$ cat config.mk
export PLATFORM = sky130hd
export DESIGN_NAME = jpeg_byte_mem_writer
export DESIGN_NICKNAME = d
export VERILOG_FILES = /design/src/rtl/jpeg_byte_mem_writer.sv
export SDC_FILE = /design/constraint.sdc
export NUM_CORES = 1
export LEC_CHECK = 0
export CAP_MARGIN = 25
export CORE_ASPECT_RATIO = 1.4
export CORE_MARGIN = 10
export CORE_UTILIZATION = 52
export CTS_CLUSTER_SIZE = 28
export DETAILED_ROUTE_END_ITERATION = 10
export GPL_TIMING_DRIVEN = 0
export MAX_ROUTING_LAYER = met4
export PLACE_DENSITY = 0.75
export SLEW_MARGIN = 0
export SYNTH_ARGS = -nofsm -noshare
export SYNTH_HDL_FRONTEND = slang
export SYNTH_SLANG_ARGS = --single-unit
$ cat constraint.sdc
create_clock -name clk -period 2.3 [get_ports clk]
set_input_delay 0.23 -clock clk [delete_from_list [all_inputs] [get_ports clk]]
set_output_delay 0.23 -clock clk [all_outputs]
set_load 0.01 [all_outputs]
$ cat src/rtl/jpeg_byte_mem_writer.sv
`default_nettype none
// ============================================================================
// Module      : jpeg_byte_mem_writer
// Description : Sink for the JPEG encoder byte stream. Buffers incoming bytes
//               in a small FIFO, writes them sequentially into a byte-wide
//               image RAM, appends the EOI marker (FF D9) at end of stream
//               and then parks until reset. Writes saturate at the top of
//               the buffer; the address never wraps.
//               Optional macro JDW_BYTE_STUFF_EN inserts a 0x00 write after
//               every stream byte equal to 0xFF.
// Revision    : 1.0 - initial release
// ============================================================================
module jpeg_byte_mem_writer #(
  parameter int ADDR_W  = 17,
  parameter int FIFO_AW = 3
) (
  input  logic              clk,
  input  logic              reset_n,
  input  logic              je_valid,
  input  logic [7:0]        je_data,
  input  logic              je_done,
  output logic [ADDR_W-1:0] addr,
  output logic [7:0]        data,
  output logic              we
);

  localparam int          c_DEPTH    = 1 << FIFO_AW;
  localparam logic [1:0]  c_ST_RUN   = 2'd0;
  localparam logic [1:0]  c_ST_EOI1  = 2'd1;
  localparam logic [1:0]  c_ST_EOI2  = 2'd2;
  localparam logic [1:0]  c_ST_DONE  = 2'd3;
  localparam logic [FIFO_AW:0]  c_PTR_ONE  = {{FIFO_AW{1'b0}}, 1'b1};
  localparam logic [ADDR_W-1:0] c_ADDR_ONE = {{(ADDR_W-1){1'b0}}, 1'b1};
  localparam logic [ADDR_W-1:0] c_ADDR_MAX = {ADDR_W{1'b1}};

  logic [1:0]        r_state;
  logic [1:0]        w_state_nxt;
  logic [7:0]        r_fifo [c_DEPTH];
  logic [FIFO_AW:0]  r_wr_ptr;
  logic [FIFO_AW:0]  r_rd_ptr;
  logic              r_done;
  logic [ADDR_W-1:0] r_wptr;
  logic              r_sat;
  logic              w_empty;
  logic              w_full;
  logic              w_push;
  logic              w_pop;
  logic              w_wr;
  logic [7:0]        w_wr_data;
  logic [7:0]        w_head;
  logic              w_stuff_pend;

  // FIFO status; the extra pointer bit separates full from empty
  assign w_empty = (r_wr_ptr == r_rd_ptr);
  assign w_full  = (r_wr_ptr[FIFO_AW] != r_rd_ptr[FIFO_AW]) &&
                   (r_wr_ptr[FIFO_AW-1:0] == r_rd_ptr[FIFO_AW-1:0]);
  assign w_head  = r_fifo[r_rd_ptr[FIFO_AW-1:0]];
  // Bytes are accepted only while running and before the done flag; full drops
  assign w_push  = je_valid && (r_state == c_ST_RUN) && !r_done && !w_full;

`ifdef JDW_BYTE_STUFF_EN
  logic r_stuff;

  // Stuff request: armed by a 0xFF pop, consumed by the following cycle
  always_ff @(posedge clk) begin
    if (!reset_n) begin
      r_stuff <= 1'b0;
    end else if (r_state == c_ST_RUN) begin
      if (r_stuff)
        r_stuff <= 1'b0;
      else if (w_pop && (w_head == 8'hFF) && !r_sat)
        r_stuff <= 1'b1;
    end
  end

  assign w_stuff_pend = r_stuff;
`else
  assign w_stuff_pend = 1'b0;
`endif

  // State register
  always_ff @(posedge clk) begin
    if (!reset_n)
      r_state <= c_ST_RUN;
    else
      r_state <= w_state_nxt;
  end

  // Next-state logic: leave RUN only once the stream is fully drained
  always_comb begin
    w_state_nxt = r_state;
    case (r_state)
      c_ST_RUN:  if (r_done && w_empty && !w_stuff_pend) w_state_nxt = c_ST_EOI1;
      c_ST_EOI1: w_state_nxt = c_ST_EOI2;
      c_ST_EOI2: w_state_nxt = c_ST_DONE;
      default:   w_state_nxt = c_ST_DONE;
    endcase
  end

  // Output logic: choose this cycle's write; saturation suppresses the strobe
  always_comb begin
    w_pop     = 1'b0;
    w_wr      = 1'b0;
    w_wr_data = 8'h00;
    case (r_state)
      c_ST_RUN: begin
        if (w_stuff_pend) begin
          w_wr      = !r_sat;
          w_wr_data = 8'h00;
        end else if (!w_empty) begin
          w_pop     = 1'b1;
          w_wr      = !r_sat;
          w_wr_data = w_head;
        end
      end
      c_ST_EOI1: begin
        w_wr      = !r_sat;
        w_wr_data = 8'hFF;
      end
      c_ST_EOI2: begin
        w_wr      = !r_sat;
        w_wr_data = 8'hD9;
      end
      default: begin
        w_wr      = 1'b0;
        w_wr_data = 8'h00;
      end
    endcase
  end

  // FIFO storage; contents need no reset because pointers gate reads
  always_ff @(posedge clk) begin
    if (w_push)
      r_fifo[r_wr_ptr[FIFO_AW-1:0]] <= je_data;
  end

  // FIFO pointers; reset flushes any buffered bytes
  always_ff @(posedge clk) begin
    if (!reset_n) begin
      r_wr_ptr <= '0;
      r_rd_ptr <= '0;
    end else begin
      if (w_push) r_wr_ptr <= r_wr_ptr + c_PTR_ONE;
      if (w_pop)  r_rd_ptr <= r_rd_ptr + c_PTR_ONE;
    end
  end

  // Done flag: a level on je_done while running latches end of stream
  always_ff @(posedge clk) begin
    if (!reset_n)
      r_done <= 1'b0;
    else if (je_done && (r_state == c_ST_RUN))
      r_done <= 1'b1;
  end

  // Memory port registers and write pointer; pointer stops at the top address
  always_ff @(posedge clk) begin
    if (!reset_n) begin
      addr   <= '0;
      data   <= 8'h00;
      we     <= 1'b0;
      r_wptr <= '0;
      r_sat  <= 1'b0;
    end else begin
      we <= w_wr;
      if (w_wr) begin
        addr <= r_wptr;
        data <= w_wr_data;
        if (r_wptr == c_ADDR_MAX)
          r_sat <= 1'b1;
        else
          r_wptr <= r_wptr + c_ADDR_ONE;
      end
    end
  end

endmodule
`default_nettype wire

==> flow_summary.ini, run 1 <==
[status]
status = finished, violations left
violations = negative setup slack

[synth]
synth_common_cells = edfxtp_1 (64), dfxtp_1 (58), nand2_1 (51)
yosysMostFrequentCell = edfxtp_1
avgSynthCellArea_um2 = 13.3
yosysWarnings = 0
async_flop_share = 0
yosysUniqueCellTypes = 43
netlist_area_mm2 = 0.00516
synth-seq-cells = 122
synth_edf_count = 64
synth_ff_type = edfxtp_1
synth_area_leaders = edfxtp_1 (37%), dfxtp_1 (22%), mux2i_1 (8.1%)
syn_inst = 389
ys_seq_area_frac = 0.597
synth_top_area_cell = edfxtp_1
synth.net_count = 409
synth.top_cell.area_share = 0.372

[placed_design]
port_buffers = 37
routabilityCongestion = 0.827
place_inst = 563
pre_cts_slack_ns = -0.533
place_hpwl_um = 7560

[drt]
wirelength_um = 11300
wl_per_cell_um = 18.8
ant_nets = 0
drcViolationCount = 0
drt_iter0_markers = 162
route.vias.total = 3384
dr.pass1.iters = 4
vias_per_cell = 5.63

[sta]
tightest_slew_ns = 0.794
layout_setup_ws_ns = -0.00756
setup_viol = 7
relSlewSlack = 0.465
drv_slew = 0
skew_ns = 0.00733
rsz0062_at_grt = yes
holdWs_ns = 0.455
min_period_ns = 2.31
min_period_over_period = 1.00
hold_viol = 0
max_freq_mhz = 433

[floorplan]
die_width_um = 104
rows = 43
die_h_um = 138
initial_core_util = 0.527
core_area_mm2 = 0.00979
die-area_mm2 = 0.0144
ios = 38

[clocking]
cts_made_buffers = 17
root_buffer = clkbuf_16
cts_max_path_buffers = 2
htree_levels = 4
clkTransAtPathRegs_ns = 0.06
cts_tree = done
clkSinkCount = 122
clkLatencyLatePin_ns = 0.41

[power_and_ir_drop]
leakage_nw = 2.40
pwr_density_cell_mw_per_mm2 = 1200
peakVddDrop_v = 0.00105

[finish]
seqCellArea_mm2 = 0.00308
multi_input_area_mm2 = 0.00207
diodes = 0
drive_above_1_share = 0.215
fin_cells = 601
fin_nets = 473
fill_cells = 714
syn_to_final_growth_pct = 26.3

[flow_run]
maxCapViolations = 0

[worst_setup_path]
path_cells = inv_1 -> ha_2 -> and3b_1 -> o41a_1 -> nand2_1 -> nor2_2
cp_max_fo = 8
setup.worst_path.end_class = flip-flop
critPathRequiredTime_ns = 2.34
worst_path_max_delay_cell = nor2_2
critPathMaxStageDelay_ns = 0.50
crit_type = flip-flop to flip-flop
cp.arrival_ns = 2.35
critPathLaunchType = flip-flop

[global_routing]
grt_pass1_vias = 3513
grt_use_total = 0.168
grt_max_degree = 17
grt_overflow_total = 0
grt_pass1_wl_um = 18100
grt_antenna_before_repair = 0

[hold_path]
hp-class = flip-flop to flip-flop
## registers in the layout, indices dropped and copies added (netlist names), named ones only
register and count:
r_fifo 64, r_wptr 17, we 1, r_wr_ptr 4, r_rd_ptr 4, addr 17, r_done 1, data 8
r_state 2, r_sat 1
## area by class of cell
class,instances,share of cell area
well taps,135,0.0259
inverters,5,0.00345
repair buffers,46,0.0672
clock inverters,11,0.0259
flip-flops and latches,122,0.473
multi-input cells,240,0.318
plain buffers,21,0.0159
clock buffers,21,0.0706
## logic make-up (layout without fill, tap and decap cells)
family	Yosys count	count (layout)	synth area share
xor gates and xnor gates	7	7	0.0133
muxes	63	63	0.162
AOI/OAI and AO/OA	35	35	0.0599
adders and majority gates	8	8	0.0194
DFF	122	122	0.597
buffers and inverters	27	104	0.0238
and+or+nand+nor	127	127	0.124
## layout by cell type (no fill, tap or decap), types with 6 or more instances in the layout
master	Yosys	routed
edfxtp_1	64	64
dfxtp_1	58	57
nand2_1	51	51
mux2i_1	42	42
clkdlybuf4s50_1	0	37
nand2b_1	22	21
clkbuf_16	0	17
mux4_2	16	16
clkbuf_1	14	15
buf_4	0	10
o221a_2	8	8
nor3_1	11	7
o2111ai_1	6	6
## worst paths after layout
check,slack [ns],endpoint,from,cells past startpoint
worst min register to register,0.46,addr[13],addr[13],2
worst max-delay path,-0.008,r_fifo[6][6],r_state[0],6
worst min-delay path,0.46,addr[13],addr[13],2
worst max register to register,-0.008,r_fifo[6][6],r_state[0],6
## worst max-delay path: cells and delay by family (launching register included)
family / cells / cell delay, ns
simple gates: 3 / 0.88
compound gates: 1 / 0.27
buf+inv: 1 / 0.14
flops: 1 / 0.38
fa+ha+maj: 1 / 0.27
## routing by layer
metal	share of wire	up-vias	track usage
met4	0.028	0	0.0884
met2	0.53	99	0.291
met1	0.39	1676	0.173
met3	0.048	24	0.0460
li1	-	1585	-
met5	0	-	-
## stage by stage
step	setup TNS (ns)	util	instance area [µm²]	total power, W
floorplan	0	-	5160	0.00422
global placement	-32.01	0.582	5700	0.00480
detailed placement	-29.38	0.584	5720	0.00486
CTS	-0.0131	0.662	6480	0.00780
global route	-1.72	0.666	6520	0.00810
finish	-0.0297	0.666	6520	0.00780
## power by group
group          internal (W)  switching (W)
combinational       0.00104        0.00132
clock               0.00187       0.000946
sequential          0.00250       0.000123
## repair_timing
| item | 4_1_cts | 5_1_grt |
|---|---|---|
| resized for setup | 27 | 7 |
| hold buffers | 0 | 0 |
| endpoints found under the setup margin | 105 | 48 |
| buffers inserted | 6 | 1 |
| pin swaps | 4 | 1 |
| endpoints found under the hold margin | 0 | 0 |
(Power assumes the default switching activity.)
==> inputs of run 2 (changes only) <==
CORE_ASPECT_RATIO = 1.75   (was 1.4)
==> run 2 against run 1 <==
  * The run now ends clean
  * Wire length increased by 2.2%
  * Fmax increased by 3.8%
  * Critical path depth increased by 2
  * Final area up 0.56%
  * Critical path type unchanged
==> flow_summary.ini, run 2 (synthesis results as in run 1) <==
[status]
status = completed

[worst_setup_path]
r2r-end = r_wptr[5]
r2r.worst_path.cells = 8
critPathRequiredTime_ns = 2.59
crit_type = flip-flop to flip-flop
cp.arrival_ns = 2.52
cp_max_fo = 7
timing.rr.start = r_wptr[0]
critPathLaunchType = flip-flop
setup.worst_path.end_class = flip-flop
rrSetupSlack_ns = 0.08

[drt]
dr.pass1.iters = 5
vias_per_cell = 5.73
wl_per_cell_um = 19.4
ant_nets = 0
wirelength_um = 11500
drcViolationCount = 0
drt_iter0_markers = 145
route.vias.total = 3405

[power_and_ir_drop]
leakage_nw = 2.44
power_w = 0.00787
pwr_density_cell_mw_per_mm2 = 1200
peakVddDrop_v = 0.00105

[sta]
rsz0062_at_grt = yes
min_period_ns = 2.22
tightest_slew_ns = 0.764
max_freq_mhz = 450
min_period_over_period = 0.967
setup_viol = 0
skew_ns = 0.00965
relSlewSlack = 0.485
hold_viol = 0
finalSetupTns_ns = 0
drv_slew = 0

[floorplan]
ios = 38
die-area_mm2 = 0.0145
initial_core_util = 0.527
die_width_um = 95.3
die_h_um = 152
core_area_mm2 = 0.00979
rows = 48

[clocking]
cts_tree = done
clkSinkCount = 122
clkTransAtPathRegs_ns = 0.05
root_buffer = clkbuf_16
htree_levels = 4
clkLatencyLatePin_ns = 0.42
cts_made_buffers = 17
cts_hold_buf = 0
cts_max_path_buffers = 2

[flow_run]
maxCapViolations = 0

[placed_design]
routabilityCongestion = 0.875
place_inst = 553
place_hpwl_um = 8070
port_buffers = 37

[global_routing]
grt_overflow_total = 0
grt_use_total = 0.179
grt_max_degree = 17
grt_antenna_before_repair = 0
grt_pass1_vias = 3707
grt_pass1_wl_um = 18900

[finish]
fin_nets = 476
drive_above_1_share = 0.226
final_common_cell = edfxtp_1
largest_register_ffs = 64
diodes = 0
syn_to_final_growth_pct = 27.0
fill_cells = 697
final_cell_mix = edfxtp_1 (64), dfxtp_1 (56), nand2_1 (50)
fin_cells = 594

[hold_path]
hold_depth = 2
hp-class = flip-flop to flip-flop
min_to = addr[5]
hp-start = addr[5]
[run 2: cell types whose count changed in the layout (fill, tap and decap cells not counted), sizes merged]
cell / change
buf: +3
clkinv: +2
clkinvlp: -2
clkbuf: -1
inv: +1
[run 2: through the flow]
step	hold WS, ns	setup slack [ns]	area (µm²)	util
floorplan	0.329	0.0430	5160	-
global placement	0.444	-0.686	5690	0.581
detailed placement	0.452	-0.482	5700	0.582
CTS	0.460	-0.0696	6450	0.659
global route	0.491	-0.0519	6560	0.670
finish	0.455	0.0760	6560	0.670
[run 2: per-layer routing]
layer  part of all wire  vias to the layer above  GRT usage
li1                   -                     1589          -
met1               0.37                     1700      0.173
met2               0.57                       87      0.324
met3              0.041                       29     0.0419
met4              0.024                        0     0.0865
met5                  0                        -          -
[run 2: cell type report]
class / count / area, µm² / share of cell area
Clock inverter: 12 / 170 / 0.0260
Tap cell: 125 / 156 / 0.0239
Buffer: 21 / 104 / 0.0158
Timing Repair Buffer: 49 / 458 / 0.0698
Clock buffer: 20 / 467 / 0.0712
Multi-Input combinational cell: 240 / 2090 / 0.319
Sequential cell: 122 / 3090 / 0.471
Inverter: 5 / 18.8 / 0.00286
[run 2: worst max-delay path, stage by stage, from the launching register on]
cell and delay, ns:
dfxtp_4 0.36, ha_2 0.19, and4_4 0.26, nand4_1 0.17, nor3_4 0.28, ha_4 0.22, nor3_2 0.10, o2111a_1 0.15
or3_1 0.36
[run 2: what timing repair did]
item,in CTS,in global routing
buffers inserted,4,6
pin swaps,4,3
endpoints found under the setup margin,108,83
resized for setup,27,15
[run 2: how the worst max path moves through the flow]
stage          depth (start not counted)            to        from  slack [ns]
2_1_floorplan                          6  r_fifo[0][0]  r_state[0]        0.04
3_3_place_gp                           6  r_fifo[0][7]  r_state[0]       -0.69
3_5_place_dp                           7       data[5]  r_state[0]       -0.48
4_1_cts                                6  r_fifo[6][2]  r_state[0]       -0.07
5_1_grt                                8  r_fifo[2][0]  r_state[0]       -0.05
6_report                               8     r_wptr[5]   r_wptr[0]        0.08
[run 2: report_power, final]
group	switching [W]	total (W)	leakage, nW	internal, W
Sequential	0.000133	0.00264	1.05	0.00251
Clock	0.000941	0.00283	0.307	0.00189
Combinational	0.00134	0.00240	1.08	0.00106
==> inputs of run 3 (changes only) <==
CORE_UTILIZATION = 58   (was 52)
PLACE_DENSITY = 0.79   (was 0.75)
clock period = 2.1 ns   (was 2.3 ns; I/O delays follow)
==> run 3 against run 2 <==
  * The flow now finishes with violations (negative setup slack)
  * Critical path depth is 2 lower
  * Die area is 8.6% lower
  * Sequential cell count stayed put
  * Utilization is 10 points higher
==> flow_summary.ini, run 3 (synthesis results as in run 1) <==
[worst_setup_path]
crit_path_start = r_wr_ptr[0]
path_cells = buf_6 -> xor2_2 -> nor4_2 -> a21oi_4 -> buf_4 -> o221a_2
timing.rr.start = r_wr_ptr[0]
critPathMaxStageDelay_ns = 0.64
worst_path_max_delay_cell = nor4_2
crit_family = simple AND/OR/NAND/NOR gates
critPathRequiredTime_ns = 2.40
cp.arrival_ns = 2.41
crit_type = flip-flop to flip-flop
critPathLaunchType = flip-flop
crit_buf_inv = 2
setup.worst_path.end_class = flip-flop
cp_max_fo = 10

[sta]
hold_viol = 0
setup_viol = 2
relSlewSlack = 0.428
max_freq_mhz = 475
skew_ns = 0.00498
min_period_ns = 2.11
drv_slew = 0
layout_setup_ws_ns = -0.00648
rsz0062_at_grt = yes
min_period_over_period = 1.00
tightest_slew_ns = 0.848

[drt]
dr.pass1.iters = 5
route.vias.total = 3531
ant_nets = 0
wirelength_um = 12700
drcViolationCount = 0
wl_per_cell_um = 21.5
vias_per_cell = 5.96
drt_iter0_markers = 244

[finish]
largest_register_ffs = 64
fin_nets = 482
fill_cells = 530
drive_above_1_share = 0.265
final_common_cell = edfxtp_1
diodes = 0
final_util = 0.772
syn_to_final_growth_pct = 29.7
final_cell_mix = edfxtp_1 (64), dfxtp_1 (53), nand2_1 (50)

[power_and_ir_drop]
leakage_nw = 2.45
power_w = 0.00882
peakVddDrop_v = 0.00105
pwr_density_cell_mw_per_mm2 = 1320

[clocking]
cts_max_path_buffers = 2
clkLatencyLatePin_ns = 0.41
cts_made_buffers = 17
root_buffer = clkbuf_16
cts_tree = done
cts_hold_buf = 0
clkSinkCount = 122
htree_levels = 4
clkTransAtPathRegs_ns = 0.06

[floorplan]
die_width_um = 91.3
core_area_mm2 = 0.00867
die_h_um = 145
rows = 45
initial_core_util = 0.595
ios = 38
die-area_mm2 = 0.0132

[global_routing]
grt_antenna_before_repair = 0
grt_max_degree = 17
grt_pass1_wl_um = 20700
grt_pass1_vias = 3835
grt_use_total = 0.211
grt_overflow_total = 0

[placed_design]
place_hpwl_um = 7890
port_buffers = 37
routabilityCongestion = 0.930

[status]
status = finished, violations left
violations = negative setup slack

[flow_run]
maxCapViolations = 0

[hold_path]
hp-start = je_done
hp-class = input pin to flip-flop
run 3: cell types whose count changed in the layout (fill, tap and decap cells not counted), sizes merged:
| cell | delta |
|---|---|
| buf | +6 |
| clkbuf | -1 |
| bufinv | -1 |
| clkinv | -1 |
| clkinvlp | +3 |
run 3: what timing repair did:
| action | CTS | global route |
|---|---|---|
| pin swaps | 9 | 5 |
| endpoints found under the setup margin | 108 | 92 |
| buffers inserted | 12 | 7 |
| gates resized for setup | 42 | 21 |
run 3: cell type report:
class / count / area (µm²) / share of cell area
Multi-Input combinational cell: 240 / 2170 / 0.325
Tap cell: 117 / 146 / 0.0219
Clock buffer: 19 / 433 / 0.0646
Clock inverter: 13 / 153 / 0.0228
Inverter: 5 / 18.8 / 0.00280
Sequential cell: 122 / 3090 / 0.462
Timing Repair Buffer: 56 / 563 / 0.0841
Buffer: 20 / 118 / 0.0176
run 3: path summary, 6_finish.rpt:
kind                    to  slack, ns  depth (start not counted)
hold / removal      r_done       0.43                          3
hold reg to reg   addr[13]       0.45                          2
setup reg to reg   data[2]     -0.006                          6
setup / recovery   data[2]     -0.006                          6
run 3: stage by stage:
step                std cells  hold slack, ns   TNS, ns  setup slack, ns  instance area (µm²)
global route              592           0.442    -0.923          -0.0958                 6700
global placement          543           0.444    -41.67           -0.521                 5700
floorplan                 389           0.309         0         0.000852                 5180
finish                    592           0.431  -0.00822         -0.00648                 6700
detailed placement        543           0.451    -48.12           -0.608                 5700
CTS                       585           0.431  -0.00516         -0.00516                 6570
run 3: tightest hold or removal path, stage by stage:
cell             delay, ns
clkdlybuf4s50_1       0.40
a21oi_1               0.14
nor2b_1               0.05
run 3: where the power goes:
group | switching (W) | internal [W]
Combinational | 0.00161 | 0.00138
Sequential | 0.000184 | 0.00275
Clock | 0.00104 | 0.00185
Total | 0.00283 | 0.00598
run 3: routing by layer:
metal / routed length (µm) / global-route usage / vias up
met1: 4450 / 0.201 / 1770
li1: - / - / 1596
met5: 0 / - / -
met4: 436 / 0.0920 / 0
met2: 7170 / 0.386 / 127
met3: 675 / 0.0603 / 38
